$ cat config.mk
export PLATFORM = sky130hd
export DESIGN_NAME = mul_seq_add_flat
export DESIGN_NICKNAME = d
export VERILOG_FILES = /design/src/rtl/mul_seq_pkg.sv /design/src/rtl/mul_seq_add_if.sv /design/src/rtl/Add.sv /design/src/rtl/mul_seq_add.sv /design/src/flat_wrapper.sv
export SDC_FILE = /design/constraint.sdc
export NUM_CORES = 1
export LEC_CHECK = 0
export ABC_AREA = 1
export CORE_MARGIN = 8
export CORE_UTILIZATION = 45
export CTS_CLUSTER_DIAMETER = 200
export CTS_CLUSTER_SIZE = 28
export DETAILED_ROUTE_END_ITERATION = 12
export PLACE_DENSITY = 0.8
export SLEW_MARGIN = 30
export SYNTH_ARGS = -nofsm -noshare
export SYNTH_HDL_FRONTEND = slang
export SYNTH_SLANG_ARGS = --single-unit
$ cat constraint.sdc
create_clock -name clk -period 8.1 [get_ports clk]
set_input_delay 2.43 -clock clk [delete_from_list [all_inputs] [get_ports clk]]
set_output_delay 2.43 -clock clk [all_outputs]
set_load 0.01 [all_outputs]
$ cat src/rtl/mul_seq_pkg.sv
// Shared types and constants for the sequential shift-add multiplier.
//   MUL_WIDTH      operand width (fixed by the 32-bit Add instance)
//   MUL_CNT_W      iteration counter width
//   MUL_LAST_ITER  counter value at which the final iteration runs
//   mul_state_e    controller state encoding (IDLE/RUN/DONE)
package mul_seq_pkg;

  localparam int unsigned MUL_WIDTH     = 32;
  localparam int unsigned MUL_CNT_W     = 6;
  localparam int unsigned MUL_LAST_ITER = 31;

  typedef enum logic [1:0] {
    MUL_IDLE = 2'd0,
    MUL_RUN  = 2'd1,
    MUL_DONE = 2'd2
  } mul_state_e;

endpackage

$ cat src/rtl/mul_seq_add_if.sv
// Operand/result handshake bundle for mul_seq_add.
//   in_valid/in_ready/a/b        operand channel (master -> slave)
//   out_valid/out_ready/product  result channel (slave -> master)
//   busy                         iteration in progress (slave -> master)
// The multiplier uses the slave modport; the upstream stage uses master.
interface mul_seq_add_if;
  import mul_seq_pkg::*;

  logic                     in_valid;
  logic                     in_ready;
  logic [MUL_WIDTH-1:0]     a;
  logic [MUL_WIDTH-1:0]     b;
  logic                     out_valid;
  logic                     out_ready;
  logic [2*MUL_WIDTH-1:0]   product;
  logic                     busy;

  modport master (
    output in_valid, a, b, out_ready,
    input  in_ready, out_valid, product, busy
  );

  modport slave (
    input  in_valid, a, b, out_ready,
    output in_ready, out_valid, product, busy
  );

endinterface

$ cat src/rtl/Add.sv
// 32-bit carry-lookahead adder: 4-bit lookahead groups, group carries chained.
//   a, b  addends
//   sum   a + b modulo 2^32 (carry-out is not provided)
module Add (
  input  logic [31:0] a,
  input  logic [31:0] b,
  output logic [31:0] sum
);

  logic [31:0] g;
  logic [31:0] p;
  logic [31:0] c;

  assign g = a & b;
  assign p = a ^ b;

  always_comb begin
    logic gcar;
    logic grp_g;
    logic grp_p;
    c     = '0;
    gcar  = 1'b0;
    grp_g = 1'b0;
    grp_p = 1'b0;
    for (int j = 0; j < 8; j++) begin
      c[4*j]   = gcar;
      c[4*j+1] = g[4*j] | (p[4*j] & gcar);
      c[4*j+2] = g[4*j+1] | (p[4*j+1] & g[4*j]) | (p[4*j+1] & p[4*j] & gcar);
      c[4*j+3] = g[4*j+2] | (p[4*j+2] & g[4*j+1]) | (p[4*j+2] & p[4*j+1] & g[4*j])
               | (p[4*j+2] & p[4*j+1] & p[4*j] & gcar);
      grp_g    = g[4*j+3] | (p[4*j+3] & g[4*j+2]) | (p[4*j+3] & p[4*j+2] & g[4*j+1])
               | (p[4*j+3] & p[4*j+2] & p[4*j+1] & g[4*j]);
      grp_p    = &p[4*j +: 4];
      gcar     = grp_g | (grp_p & gcar);
    end
  end

  assign sum = p ^ c;

endmodule

$ cat src/rtl/mul_seq_add.sv
// Iterative 32x32 -> 64-bit unsigned shift-add multiplier.
// One partial-product step per cycle through a single shared Add instance.
//   clk         rising-edge clock
//   rst         synchronous active-high reset; aborts any operation in flight
//   bus         mul_seq_add_if.slave: in_valid/in_ready/a/b operand channel,
//               out_valid/out_ready/product result channel, busy status
//   perf_ops    (MUL_SEQ_PERF_CNT_EN only) completed result handshakes, saturating
//   perf_stall  (MUL_SEQ_PERF_CNT_EN only) DONE cycles with out_ready low, saturating
// Optional feature macro: MUL_SEQ_PERF_CNT_EN.
module mul_seq_add
  import mul_seq_pkg::*;
#(
  parameter int unsigned WIDTH = MUL_WIDTH,
  parameter int unsigned CNT_W = MUL_CNT_W
) (
  input  logic          clk,
  input  logic          rst,
  mul_seq_add_if.slave  bus
`ifdef MUL_SEQ_PERF_CNT_EN
  ,
  output logic [31:0]   perf_ops,
  output logic [31:0]   perf_stall
`endif
);

  localparam logic [1:0] IDLE = MUL_IDLE;
  localparam logic [1:0] RUN  = MUL_RUN;
  localparam logic [1:0] DONE = MUL_DONE;

  if (WIDTH != MUL_WIDTH) begin : g_width_chk
    $error("mul_seq_add: WIDTH must be 32 to match the Add instance");
  end
  if ((2 ** CNT_W) <= WIDTH) begin : g_cnt_chk
    $error("mul_seq_add: CNT_W too narrow to hold WIDTH");
  end

  logic [1:0]       state_q, state_d;
  logic [WIDTH-1:0] hi_q, hi_d;
  logic [WIDTH-1:0] lo_q, lo_d;
  logic [WIDTH-1:0] mcand_q, mcand_d;
  logic [CNT_W-1:0] cnt_q, cnt_d;

  logic [WIDTH-1:0] add_b;
  logic [WIDTH-1:0] sum;
  logic             co;
  logic             out_fire;

  assign add_b = lo_q[0] ? mcand_q : '0;

  Add u_add (
    .a   (hi_q),
    .b   (add_b),
    .sum (sum)
  );

  // Add has no carry-out; recover it from the MSB operands and the MSB of the sum.
  assign co = (hi_q[WIDTH-1] & add_b[WIDTH-1])
            | ((hi_q[WIDTH-1] ^ add_b[WIDTH-1]) & ~sum[WIDTH-1]);

  assign out_fire = (state_q == DONE) & bus.out_ready;

  always_comb begin
    state_d = state_q;
    hi_d    = hi_q;
    lo_d    = lo_q;
    mcand_d = mcand_q;
    cnt_d   = cnt_q;
    case (state_q)
      IDLE: begin
        if (bus.in_valid) begin
          mcand_d = bus.a;
          lo_d    = bus.b;
          hi_d    = '0;
          cnt_d   = '0;
          state_d = RUN;
        end
      end
      RUN: begin
        // 33-bit partial sum shifts down one place; multiplier bits retire from lo.
        {hi_d, lo_d} = {co, sum, lo_q[WIDTH-1:1]};
        cnt_d        = cnt_q + CNT_W'(1);
        if (cnt_q == CNT_W'(MUL_LAST_ITER)) begin
          state_d = DONE;
        end
      end
      DONE: begin
        if (bus.out_ready) begin
          state_d = IDLE;
        end
      end
      default: state_d = IDLE;
    endcase
  end

  always_ff @(posedge clk) begin
    if (rst) begin
      state_q <= IDLE;
      hi_q    <= '0;
      lo_q    <= '0;
      mcand_q <= '0;
      cnt_q   <= '0;
    end else begin
      state_q <= state_d;
      hi_q    <= hi_d;
      lo_q    <= lo_d;
      mcand_q <= mcand_d;
      cnt_q   <= cnt_d;
    end
  end

  assign bus.in_ready  = (state_q == IDLE);
  assign bus.busy      = (state_q == RUN);
  assign bus.out_valid = (state_q == DONE);
  assign bus.product   = (state_q == DONE) ? {hi_q, lo_q} : '0;

`ifdef MUL_SEQ_PERF_CNT_EN
  logic [31:0] perf_ops_q;
  logic [31:0] perf_stall_q;

  always_ff @(posedge clk) begin
    if (rst) begin
      perf_ops_q   <= '0;
      perf_stall_q <= '0;
    end else begin
      if (out_fire && (perf_ops_q != '1)) begin
        perf_ops_q <= perf_ops_q + 32'd1;
      end
      if ((state_q == DONE) && !bus.out_ready && (perf_stall_q != '1)) begin
        perf_stall_q <= perf_stall_q + 32'd1;
      end
    end
  end

  assign perf_ops   = perf_ops_q;
  assign perf_stall = perf_stall_q;
`else
  logic unused_out_fire;
  assign unused_out_fire = out_fire;
`endif

endmodule
$ cat src/flat_wrapper.sv
// flat-port wrapper written by rule: the top's interface ports become plain ports
module mul_seq_add_flat import mul_seq_pkg::*;
#(
  parameter int unsigned WIDTH = MUL_WIDTH,
  parameter int unsigned CNT_W = MUL_CNT_W
)
  (clk, rst, bus_in_valid, bus_a, bus_b, bus_out_ready, bus_in_ready, bus_out_valid, bus_product, bus_busy);
  mul_seq_add_if bus_i ();
  input  logic clk;
  input  logic rst;
  input wire logic [$bits(bus_i.in_valid)-1:0] bus_in_valid;
  input wire logic [$bits(bus_i.a)-1:0] bus_a;
  input wire logic [$bits(bus_i.b)-1:0] bus_b;
  input wire logic [$bits(bus_i.out_ready)-1:0] bus_out_ready;
  output wire logic [$bits(bus_i.in_ready)-1:0] bus_in_ready;
  output wire logic [$bits(bus_i.out_valid)-1:0] bus_out_valid;
  output wire logic [$bits(bus_i.product)-1:0] bus_product;
  output wire logic [$bits(bus_i.busy)-1:0] bus_busy;
  assign bus_i.in_valid = bus_in_valid;
  assign bus_i.a = bus_a;
  assign bus_i.b = bus_b;
  assign bus_i.out_ready = bus_out_ready;
  assign bus_in_ready = bus_i.in_ready;
  assign bus_out_valid = bus_i.out_valid;
  assign bus_product = bus_i.product;
  assign bus_busy = bus_i.busy;
  mul_seq_add #(.WIDTH(WIDTH), .CNT_W(CNT_W)) u_core (.clk(clk), .rst(rst), .bus(bus_i));
endmodule
# After elaboration in Yosys (flattened, before gate mapping)
# Index checks and enable logic that the tools add are counted.
# Widths: inputs -> output; s select.
# totals
word_cells	223
regBits	104
# op_classes
n_eq_ne	6
muxes	12
bitwise_logic	188
reduce_logical	11
addsub	1
# ops
cell	n
$pmux 32 s2	2
$and 1x1->1	110
$mux 32	3
$or 1x1->1	73
$mux 64	1
$xor 32x32->32	2
$and 31x31->31	1
$reduce_and 4->1	6
$pmux 6 s2	1
$add 6x1->6 const B	1
$eq 6x5->1 const B	1
$mux 2	3
$mux 6	1
$pmux 2 s3	1
$ne 2x2->1 const B	2
$reduce_and 2->1	2
$reduce_and 3->1	1
$eq 2x1->1 const B	1
$eq 2x2->1 const B	1
$logic_not 2->1	1
$ne 2x1->1 const B	1
$reduce_bool 2->1	1
$not 1->1	1
$xor 1x1->1	1

# Depth between registers and ports, before layout
# Gate-level depths: netlist of run 1.
# logic_depth
ltp_word	25
depth_mapped	28
mapped_depth_nobuf	26

# Hierarchy
# A second synthesis of run 1 with hierarchy kept.
# unflattened
cells_unflattened	918
hier_area_um2	6112.1
# by_module_without_submodules
module	cells_each	instances	seq_area_each_um2	area_per_inst_um2
mul_seq_add	753	1	2082.0	4819.6
Add	165	1	0.0	1292.5

# Worst setup path before layout of run 1
# No wires, ideal clock.
# synth_path
kind	input to register
start	in bus_in_valid
end	reg u_core.lo_q[10]
arrival_ps	3569
path_buffers	2
cell_stages	6
path_slack_ps	4403
path_cell_list	nand2_1 > inv_2 > nor2_1 > buf_2 > buf_1 > a21oi_1
# synth_via
elab_chain_cells	2
# synth_lines
element	line_no	text
start: declaration	flat_wrapper.sv:11	input wire logic [$bits(bus_i.in_valid)-1:0] bus_in_valid;
$ne 2x2->1 (no line)	n/a	
$reduce_and 2->1 (no line)	n/a	
end signal: assignment	mul_seq_add.sv:105	lo_q <= lo_d;
end: declaration	mul_seq_add.sv:39	logic [WIDTH-1:0] lo_q, lo_d;
# Every way passes these cells.
# A chain may end at the register's enable or synchronous reset.

# Final worst setup path of run 1
# layout_path
start	in bus_in_valid
end	reg u_core.cnt_q[4]
# layout_via
elab_chain_cells	2
# layout_lines
element	line_no	text
$ne 2x2->1 (no line)	n/a	
$reduce_and 2->1 (no line)	n/a	
end signal: assignment	mul_seq_add.sv:107	cnt_q <= cnt_d;
end: declaration	mul_seq_add.sv:41	logic [CNT_W-1:0] cnt_q, cnt_d;
# Every way passes these cells.

==> summary.txt, run 1 <==
Diodes inserted -> 0
GRT Total Usage -> 0.1869
# setup viols final -> 0
Post-CTS Resized -> 0
Die height -> 129.8 µm
Vias -> 5562
Fmax -> 204.8 MHz
Clock Latency Late Sink -> 0.34 ns
Initial antenna violation count -> 0
CP delay by family, top -> buffers and inverters
ANT nets after route -> 0
#FFs+latches synth -> 104
Met1 Usage GRT -> 0.2200
First-pass GRT wire length -> 25.70 mm
NumNets Final -> 1064
IO buf count -> 134
Critical Path End -> u_core.cnt_q[4]
CTS max path bufs -> 2
Critical Path AT -> 5.13 ns
Root Driver -> clkbuf_16
CTS sink cnt -> 104
Drt pass-1 iters -> 7
GRT Max-Usage Layer -> met2
Status -> finished clean
CTS Hold Bufs -> 0
Worst IR Drop VDD -> 0.1201 mV
Die X -> 129.8 µm
Slew HR -> 0.5058
CP startpoint -> bus_in_valid
Fin Setup TNS -> 0 ns
R2R setup slack -> 4.75 ns
Leakage power -> 3.255 nW
Cell depth of the worst flop-to-flop path -> 26
WHS Path Cells -> 2
Critical Path Source Type -> primary input
Hold Path Class -> reg2reg
Top FF cell, synth -> dfxtp_1
Sequential share of the synthesized area -> 0.3573
Boundary pin count -> 135
RD Place Congestion -> 0.8405
Met3 Use GR -> 0.05712
Synth Instances -> 849
Number of flops mapped to enable cells by yosys -> 0
Yosys cell types -> 37
Syn Nets -> 958
Core box area -> 12620 µm²
Slowest Stage Delay on Critical Path -> 0.54 ns
Detailed placer's ending HPWL -> 10.57 mm
Unrepaired setup endpoints after global routing -> false
Commonest non-fill, non-tap cell in the layout -> nand2_1
Clock Pin Slew Worst Setup and Hold Paths -> 0.07 ns
Final wirelength -> 15.41 mm
Worst Tran Pin Value -> 0.7402 ns
CTS Buf Count -> 9
Power Dens Cells -> 160.9 nW/µm²
Placement row count -> 41
Share of cells above drive strength 1 -> 0.05729
Reg-to-Reg End -> u_core.hi_q[30]
Avg Cell Area, Syn -> 6.863 µm²
Synth Cell Area -> 5827 µm²
Vias in the first global route -> 5533
Met2 usage -> 0.3185
Pwr Total -> 0.001216 W
P&R area growth vs syn -> 29.65%
Max-cap violations -> 0
Postcts setup bufs -> 0
Ys Warns -> 0
GRT Residual Overflow -> 0
Crit path cell chain -> clkdlybuf4s50_1 > nand2_1 > buf_4 > inv_4 > nor2_4 > buf_4 > nand2_1 > a221oi_1
Largest net degree at the start of global routing -> 63
Die area -> 16850 µm²
Routed length per instance -> 13.62 µm
Vias/cell -> 4.913
WP buf/inv -> 4
Worst-path fanout max -> 55
Critical setup path kind -> in2reg
Crit-path slowest cell -> buf_4
Worst reg2reg path startpoint -> u_core.lo_q[0]
Period minus WS final -> 4.882 ns
Levels on crit path -> 8
Max-slew violations -> 0
Starting DRT DRC Count -> 358
Most frequent cells in the layout -> nand2_1, nor2_1, clkdlybuf4s50_1
CTS H-Tree Depth -> 3
Final Hold Viols -> 0
CTS tree -> done
Final period utilization -> 0.6027
Crit. End Element -> register
WP data required -> 8.35 ns
Fraction of registers with async set/reset -> 0
Initial Utilization -> 0.4617
Worst Clk Skew -> 0.01052 ns
# DRC -> 0
## registers in the layout, summed over array words and instances (netlist names)
register / cells
u_core.mcand_q: 32
u_core.state_q: 2
u_core.lo_q: 32
u_core.hi_q: 32
u_core.cnt_q: 6
## metrics by stage
stage | cells | util | worst slack (ns) | hold slack, ns | cell area [µm²]
6_report | 1132 | 0.5987 | 3.218 | 0.4803 | 7555
4_1_cts | 1132 | 0.5987 | 3.185 | 0.4807 | 7555
2_1_floorplan | 849 | - | 4.403 | 0.4438 | 5827
3_5_place_dp | 1116 | 0.5742 | 2.804 | 0.4682 | 7246
3_3_place_gp | 1116 | 0.5740 | 2.683 | 0.4555 | 7243
5_1_grt | 1132 | 0.5987 | 2.922 | 0.5019 | 7555
## tightest hold or removal path, cell delays in order, from the launching register on
cell and delay, ns:
dfxtp_1 0.31, inv_1 0.07, a21oi_1 0.06
## routing by layer
metal,vias to the layer above,part of all wire
li1,2893,-
met1,2501,0.45
met2,149,0.46
met3,19,0.075
met4,0,0.016
met5,-,0
## kinds of logic (layout without fill, tap and decap cells)
family	count (synthesis)	count (layout)	share of synthesized area
flops	104	104	0.3573
fa+ha+maj	41	41	0.09963
xor+xnor	1	1	0.001503
buf+inv	174	285	0.1172
compound gates	165	165	0.1628
simple gates	364	364	0.2615
## cell type report
cell class | instances | area (µm²)
clock buffer | 12 | 256.5
clock inverter | 4 | 52.55
fill | 1199 | 5065
inverter | 129 | 488.0
multi-input combinational | 571 | 3079
sequential | 104 | 2082
tap | 172 | 215.2
timing repair buffer | 140 | 1381
## worst min-delay path by stage
| stage | from | end | slack, ns |
|---|---|---|---|
| finish | u_core.lo_q[14] | u_core.lo_q[14] | 0.48 |
| global route | u_core.mcand_q[13] | u_core.mcand_q[13] | 0.50 |
| CTS | u_core.lo_q[11] | u_core.lo_q[11] | 0.48 |
| detailed placement | u_core.lo_q[31] | u_core.lo_q[31] | 0.47 |
| global placement | u_core.cnt_q[5] | u_core.cnt_q[5] | 0.46 |
| floorplan | u_core.cnt_q[5] | u_core.cnt_q[5] | 0.44 |
## where the power goes
part           switching, W  internal, W
Combinational      0.000120    0.0000793
Sequential        0.0000210     0.000547
Clock              0.000191     0.000257
## cell usage after synthesis, types with 2 or more instances
| cell type | instances | share of area |
|---|---|---|
| o21ai_1 | 2 | 0.0017 |
| or2_1 | 2 | 0.0021 |
| nand2_2 | 5 | 0.0054 |
| inv_1 | 126 | 0.081 |
| nor2_2 | 3 | 0.0032 |
| buf_1 | 7 | 0.0045 |
| or2_2 | 3 | 0.0032 |
| a21o_1 | 3 | 0.0039 |
| nand3_1 | 9 | 0.0077 |
| buf_4 | 2 | 0.0026 |
| nor3_1 | 4 | 0.0034 |
| a21oi_2 | 3 | 0.0045 |
| a221oi_1 | 11 | 0.017 |
| o21ai_0 | 48 | 0.041 |
| fa_1 | 9 | 0.031 |
| inv_2 | 2 | 0.0013 |
| nand2_4 | 9 | 0.017 |
| nand4_1 | 6 | 0.0064 |
| buf_6 | 2 | 0.0039 |
| o221ai_1 | 10 | 0.015 |
| clkbuf_1 | 32 | 0.021 |
| a21oi_1 | 70 | 0.060 |
| nor2_1 | 158 | 0.10 |
| dfxtp_1 | 104 | 0.36 |
| ha_1 | 32 | 0.069 |
| nand2_1 | 160 | 0.10 |
| a31oi_1 | 17 | 0.018 |
(Power assumes the default switching activity.)
==> run 2: changes to the inputs <==
PLACE_DENSITY = 0.83   (was 0.8)
clock period = 4.3 ns   (was 8.1 ns; I/O delays follow)
==> run 2 against run 1 <==
  * Non-clock buffer count is 3 higher
  * Critical path type is now reg2out
  * Sequential cell count stayed put
  * Count of clock-buffer cells in the layout stayed put
  * Via count is 0.86% higher
  * Hold slack worse by 0.012 ns
  * Sequential share of layout area hardly changed
  * Cell area hardly changed
  * Final cell count is 0.27% higher
  * First-iteration DRC count is 5.3% lower
  * Die area stayed put
==> summary.txt, run 2 (same netlist as run 1, synthesis figures left out) <==
CP startpoint -> u_core.state_q[0] (was bus_in_valid)
Crit. End Element -> output pin (was register)
Final wirelength -> 15.66 mm (was 15.41 mm)
Reg-to-Reg End -> u_core.hi_q[30] (unchanged)
GRT Total Usage -> 0.1880 (was 0.1869)
Max-slew violations -> 0 (unchanged)
Clock Latency Late Sink -> 0.34 ns (about the same)
Max-cap violations -> 0 (unchanged)
Critical setup path kind -> reg2out (was in2reg)
Routed length per instance -> 13.79 µm (was 13.62 µm)
CTS Buf Count -> 9 (unchanged)
Vias -> 5610 (was 5562)
Starting DRT DRC Count -> 339 (was 358)
CTS sink cnt -> 104 (unchanged)
Slowest Stage Delay on Critical Path -> 0.50 ns (was 0.54 ns)
Die area -> 16850 µm² (unchanged)
NumNets Final -> 1067 (was 1064)
Cell depth of the worst flop-to-flop path -> 25 (was 26)
Met2 usage -> 0.3277 (was 0.3185)
CTS H-Tree Depth -> 3 (unchanged)
Hold Path Class -> reg2reg (unchanged)
Detailed placer's ending HPWL -> 10.88 mm (was 10.57 mm)
Period minus WS final -> 3.606 ns
CTS max path bufs -> 2 (unchanged)
Commonest non-fill, non-tap cell in the layout -> nand2_1 (unchanged)
Critical Path AT -> 2.32 ns (was 5.13 ns)
Drt pass-1 iters -> 4 (was 7)
Crit-path slowest cell -> clkdlybuf4s50_1 (was buf_4)
WP data required -> 3.01 ns (was 8.35 ns)
Leakage power -> 3.256 nW (was 3.255 nW)
CTS Hold Bufs -> 0 (unchanged)
Diodes inserted -> 0 (unchanged)
# setup viols final -> 0 (unchanged)
Worst Tran Pin Value -> 0.7886 ns (was 0.7402 ns)
CTS tree -> done (unchanged)
Pwr Total -> 0.002256 W (was 0.001216 W)
Largest net degree at the start of global routing -> 62 (was 63)
Fin Setup TNS -> 0 ns (unchanged)
Fmax -> 277.3 MHz
Status -> finished clean (unchanged)
Core box area -> 12620 µm² (unchanged)
Worst Clk Skew -> 0.007860 ns (was 0.01052 ns)
# DRC -> 0 (unchanged)
Clock Pin Slew Worst Setup and Hold Paths -> 0.07 ns (about the same)
Met3 Use GR -> 0.05671 (was 0.05712)
ANT nets after route -> 0 (unchanged)
Post-CTS Resized -> 0 (unchanged)
Unrepaired setup endpoints after global routing -> false (unchanged)
Worst reg2reg path startpoint -> u_core.lo_q[0] (unchanged)
Final Hold Viols -> 0 (unchanged)
Met1 Usage GRT -> 0.2154 (was 0.2200)
Root Driver -> clkbuf_16 (unchanged)
Worst IR Drop VDD -> 0.2072 mV (was 0.1201 mV)
GRT Max-Usage Layer -> met2 (unchanged)
Biggest regs -> u_core.hi_q x32, u_core.lo_q x32, u_core.mcand_q x32 (unchanged)
Vias/cell -> 4.943 (was 4.913)
Die height -> 129.8 µm (unchanged)
Placement row count -> 41 (unchanged)
Hold Path Sink -> u_core.cnt_q[5] (was u_core.lo_q[14])
Vias in the first global route -> 5536 (was 5533)
Most frequent cells in the layout -> nand2_1, nor2_1, clkdlybuf4s50_1 (unchanged)
WHS Path Cells -> 2 (unchanged)
Slew HR -> 0.4737 (was 0.5058)
Critical Path Source Type -> register (was primary input)
First-pass GRT wire length -> 25.71 mm (was 25.70 mm)
IO buf count -> 134 (unchanged)
Initial Utilization -> 0.4617 (unchanged)
Final instance area -> 7561 µm² (was 7555 µm²)
GRT Residual Overflow -> 0 (unchanged)
P&R area growth vs syn -> 29.76% (was 29.65%)
Power Dens Cells -> 298.4 nW/µm² (was 160.9 nW/µm²)
Crit path cell chain -> inv_1 > nand2_2 > buf_4 > nor2_1 > clkdlybuf4s50_1 (was clkdlybuf4s50_1 > nand2_1 > buf_4 > inv_4 > nor2_4 > buf_4 > nand2_1 > a221oi_1)
Worst-path fanout max -> 36 (was 55)
RD Place Congestion -> 0.8055 (was 0.8405)
Boundary pin count -> 135 (unchanged)
R2R setup slack -> 0.97 ns (was 4.75 ns)
Postcts setup bufs -> 0 (unchanged)
Initial antenna violation count -> 0 (unchanged)
Final period utilization -> 0.8386
Die X -> 129.8 µm (unchanged)
Placed cell areas -> 7266 µm² (was 7246 µm²)
Share of cells above drive strength 1 -> 0.06127 (was 0.05729)
Hold path start -> u_core.cnt_q[5] (was u_core.lo_q[14])
[run 2: where the power goes]
group / switching, W / internal [W]
combinational: 0.000223 / 0.000153
clock: 0.000362 / 0.000439
sequential: 0.0000474 / 0.00103
total: 0.000633 / 0.00162
[run 2: final cells by class]
cell class | instances | area [µm²]
fill | 1229 | 5059
multi-input combinational | 571 | 3079
sequential | 104 | 2083
timing repair buffer | 143 | 1404
inverter | 129 | 485.5
clock buffer | 12 | 266.5
tap | 172 | 215.2
clock inverter | 4 | 27.53
[run 2: worst max-delay path by stage]
stage | cells after the start | slack, ns | endpoint
after global placement | 25 | 0.73 | u_core.hi_q[30]
after global routing | 5 | 0.50 | bus_product[27]
after detailed placement | 25 | 0.64 | u_core.hi_q[30]
after CTS | 25 | 0.59 | u_core.hi_q[30]
after floorplan | 27 | 1.11 | u_core.hi_q[30]
final | 5 | 0.69 | bus_product[27]
[run 2: worst max-delay path, delay by kind of cell, from the launching register on]
family                 cells  cell delay [ns]
buffers and inverters      3             1.07
and+or+nand+nor            2             0.55
DFF                        1             0.34
[run 2: per-layer routing]
metal  vias up  share of wire
li1       2911              -
met1      2551           0.45
met2       130           0.48
met3        18          0.059
met4         0          0.015
met5         -              0
[run 2: stage by stage]
stage | hold slack [ns] | instances | worst slack (ns) | util
final | 0.4687 | 1135 | 0.6939 | 0.5991
after global routing | 0.4927 | 1135 | 0.4954 | 0.5991
after CTS | 0.4709 | 1135 | 0.5947 | 0.5990
after detailed placement | 0.4605 | 1119 | 0.6422 | 0.5757
after global placement | 0.4539 | 1119 | 0.7323 | 0.5757
after floorplan | 0.4438 | 849 | 1.109 | -
==> run 3: changes to the inputs <==
clock period = 2.95 ns   (was 4.3 ns; I/O delays follow)
==> run 3 against run 2 <==
  * Register-to-register slack lost 0.95 ns
  * Via count rose by 1.7%
  * Routed wire length grew 1.6%
  * Critical path type is now reg2reg
  * Largest power group unchanged
==> summary.txt, run 3 (same netlist as run 1, synthesis figures left out) <==
Largest net degree at the start of global routing -> 62 (unchanged)
Hold Path Class -> reg2reg (unchanged)
Status -> finished clean (unchanged)
Final Hold Viols -> 0 (unchanged)
Vias -> 5707 (was 5610)
Root Driver -> clkbuf_16 (unchanged)
Fmax -> 341.3 MHz
P&R area growth vs syn -> 36.10% (was 29.76%)
Commonest non-fill, non-tap cell in the layout -> nor2_1 (was nand2_1)
Worst-path fanout max -> 8 (was 36)
Power share of the clock group -> 0.378 (was 0.355)
CTS sink cnt -> 104 (unchanged)
Initial antenna violation count -> 0 (unchanged)
GRT Total Usage -> 0.1913 (was 0.1880)
# DRC -> 0 (unchanged)
RD Place Congestion -> 0.8376 (was 0.8055)
Most frequent cells in the layout -> nor2_1, nand2_1, clkdlybuf4s50_1 (was nand2_1, nor2_1, clkdlybuf4s50_1)
WP data required -> 3.23 ns (was 3.01 ns)
Routed length per instance -> 13.78 µm (was 13.79 µm)
Initial Utilization -> 0.4617 (unchanged)
Worst IR Drop VDD -> 0.2488 mV (was 0.2072 mV)
GRT Residual Overflow -> 0 (unchanged)
Worst hold slack -> 0.4653 ns (was 0.4687 ns)
Core box area -> 12620 µm² (unchanged)
Unrepaired setup endpoints after global routing -> true (was false)
Comb pwr share -> 0.170 (was 0.167)
Max-cap violations -> 0 (unchanged)
Critical Path AT -> 3.21 ns (was 2.32 ns)
Clock Latency Late Sink -> 0.35 ns (was 0.34 ns)
First-pass GRT wire length -> 25.94 mm (was 25.71 mm)
Seq pwr share -> 0.452 (was 0.478)
Slew HR -> 0.4982 (was 0.4737)
Crit. End Element -> register (was output pin)
IO buf count -> 134 (unchanged)
Placement row count -> 41 (unchanged)
Clock Pin Slew Worst Setup and Hold Paths -> 0.07 ns (about the same)
Die height -> 129.8 µm (unchanged)
Max-slew violations -> 0 (unchanged)
CTS max path bufs -> 2 (unchanged)
CTS tree -> done (unchanged)
Starting DRT DRC Count -> 313 (was 339)
Die X -> 129.8 µm (unchanged)
Boundary pin count -> 135 (unchanged)
Period minus WS final -> 2.930 ns
NumNets Final -> 1086 (was 1067)
Detailed placer's ending HPWL -> 11.09 mm (was 10.88 mm)
Psw -> 0.0009600 W (was 0.0006333 W)
CTS Buf Count -> 9 (unchanged)
Final wirelength -> 15.90 mm (was 15.66 mm)
Critical Path Source Type -> register (unchanged)
CTS Hold Bufs -> 0 (unchanged)
Leakage power -> 3.402 nW (was 3.256 nW)
# setup viols final -> 0 (unchanged)
Drt pass-1 iters -> 5 (was 4)
Biggest regs -> u_core.hi_q x32, u_core.lo_q x32, u_core.mcand_q x32 (unchanged)
ANT nets after route -> 0 (unchanged)
Share of cells above drive strength 1 -> 0.09980 (was 0.06127)
Vias/cell -> 4.945 (was 4.943)
Critical setup path kind -> reg2reg (was reg2out)
Pint -> 0.002511 W (was 0.001623 W)
Sw Share -> 0.2766 (was 0.2807)
Vias in the first global route -> 5455 (was 5536)
Power Dens Cells -> 437.7 nW/µm² (was 298.4 nW/µm²)
Die area -> 16850 µm² (unchanged)
Final period utilization -> 0.9932
CTS H-Tree Depth -> 3 (unchanged)
Fin Setup TNS -> 0 ns (unchanged)
Worst Clk Skew -> 0.008172 ns (was 0.007860 ns)
Worst Tran Pin Value -> 0.7519 ns (was 0.7886 ns)
Diodes inserted -> 0 (unchanged)
## run 3: cell count changes in the layout (fill, tap and decap cells not counted), moves of 4 or more
cell and change:
ha_4 +6, buf_4 +15, a21oi_2 +5, o21ai_0 -4, ha_1 -7, nand2_1 -4, a21oi_1 -5
## run 3: cell type report
class | instances | area, µm²
multi-input cells | 571 | 3199
flip-flops and latches | 104 | 2086
well taps | 172 | 215.2
clock inverters | 7 | 102.6
repair buffers | 162 | 1614
clock buffers | 9 | 225.2
fillers | 1131 | 4690
inverters | 129 | 488.0
## run 3: power groups by stage
stage / Combinational [W] / Clock [W] / Sequential [W]
floorplan: 0.000359 / 0 / 0.00157
global placement: 0.000559 / 0 / 0.00159
detailed placement: 0.000572 / 0 / 0.00160
CTS: 0.000588 / 0.00133 / 0.00157
global route: 0.000658 / 0.00139 / 0.00158
finish: 0.000591 / 0.00131 / 0.00157
## run 3: metal layers
layer	GRT usage	wire (µm)	vias to the layer above
met1	0.2258	6842	2603
met2	0.3286	7825	153
met5	0	0	-
met3	0.05345	1027	15
li1	-	-	2936
met4	0.06216	209	0
## run 3: what timing repair did
| action | 4_1_cts | 5_1_grt |
|---|---|---|
| gates cloned | 1 | 1 |
| endpoints found under the setup margin | 3 | 4 |
| gates resized for setup | 14 | 12 |
| pin swaps | 9 | 8 |
| setup buffers | 1 | 2 |
## run 3: final timing paths
kind | start | to | slack (ns) | cells past startpoint
setup / recovery | u_core.lo_q[0] | u_core.hi_q[30] | 0.02 | 25
hold / removal | u_core.cnt_q[5] | u_core.cnt_q[5] | 0.47 | 2
setup reg to reg | u_core.lo_q[0] | u_core.hi_q[30] | 0.02 | 25
hold reg to reg | u_core.cnt_q[5] | u_core.cnt_q[5] | 0.47 | 2
## run 3: metrics by stage
| step | total power [W] | worst slack, ns | std cells | util | cell area (µm²) |
|---|---|---|---|---|---|
| floorplan | 0.001934 | 0.0006388 | 849 | - | 5877 |
| global placement | 0.002154 | -0.006585 | 1133 | 0.5883 | 7425 |
| detailed placement | 0.002168 | -0.1602 | 1133 | 0.5883 | 7425 |
| CTS | 0.003485 | 0.003612 | 1151 | 0.6230 | 7863 |
| global route | 0.003631 | -0.1777 | 1154 | 0.6284 | 7930 |
| finish | 0.003471 | 0.01996 | 1154 | 0.6284 | 7930 |
## run 3: worst max-delay path: stages, from the launching register on
cell	delay, ns
dfxtp_4	0.39
buf_12	0.14
nand2_4	0.06
inv_4	0.04
ha_4	0.25
a21oi_2	0.16
nor2_1	0.06
nor2_2	0.11
nand2_2	0.07
nand2_2	0.07
nand2_4	0.06
nand2_4	0.07
nand2_4	0.06
nand2_4	0.07
nand2_4	0.06
nand2_4	0.07
nand2_4	0.05
nand2_4	0.07
nand2_4	0.06
nand2_4	0.06
nand2_2	0.04
nand2_2	0.08
nand2_2	0.05
fa_1	0.50
nand2_1	0.05
a21oi_1	0.16
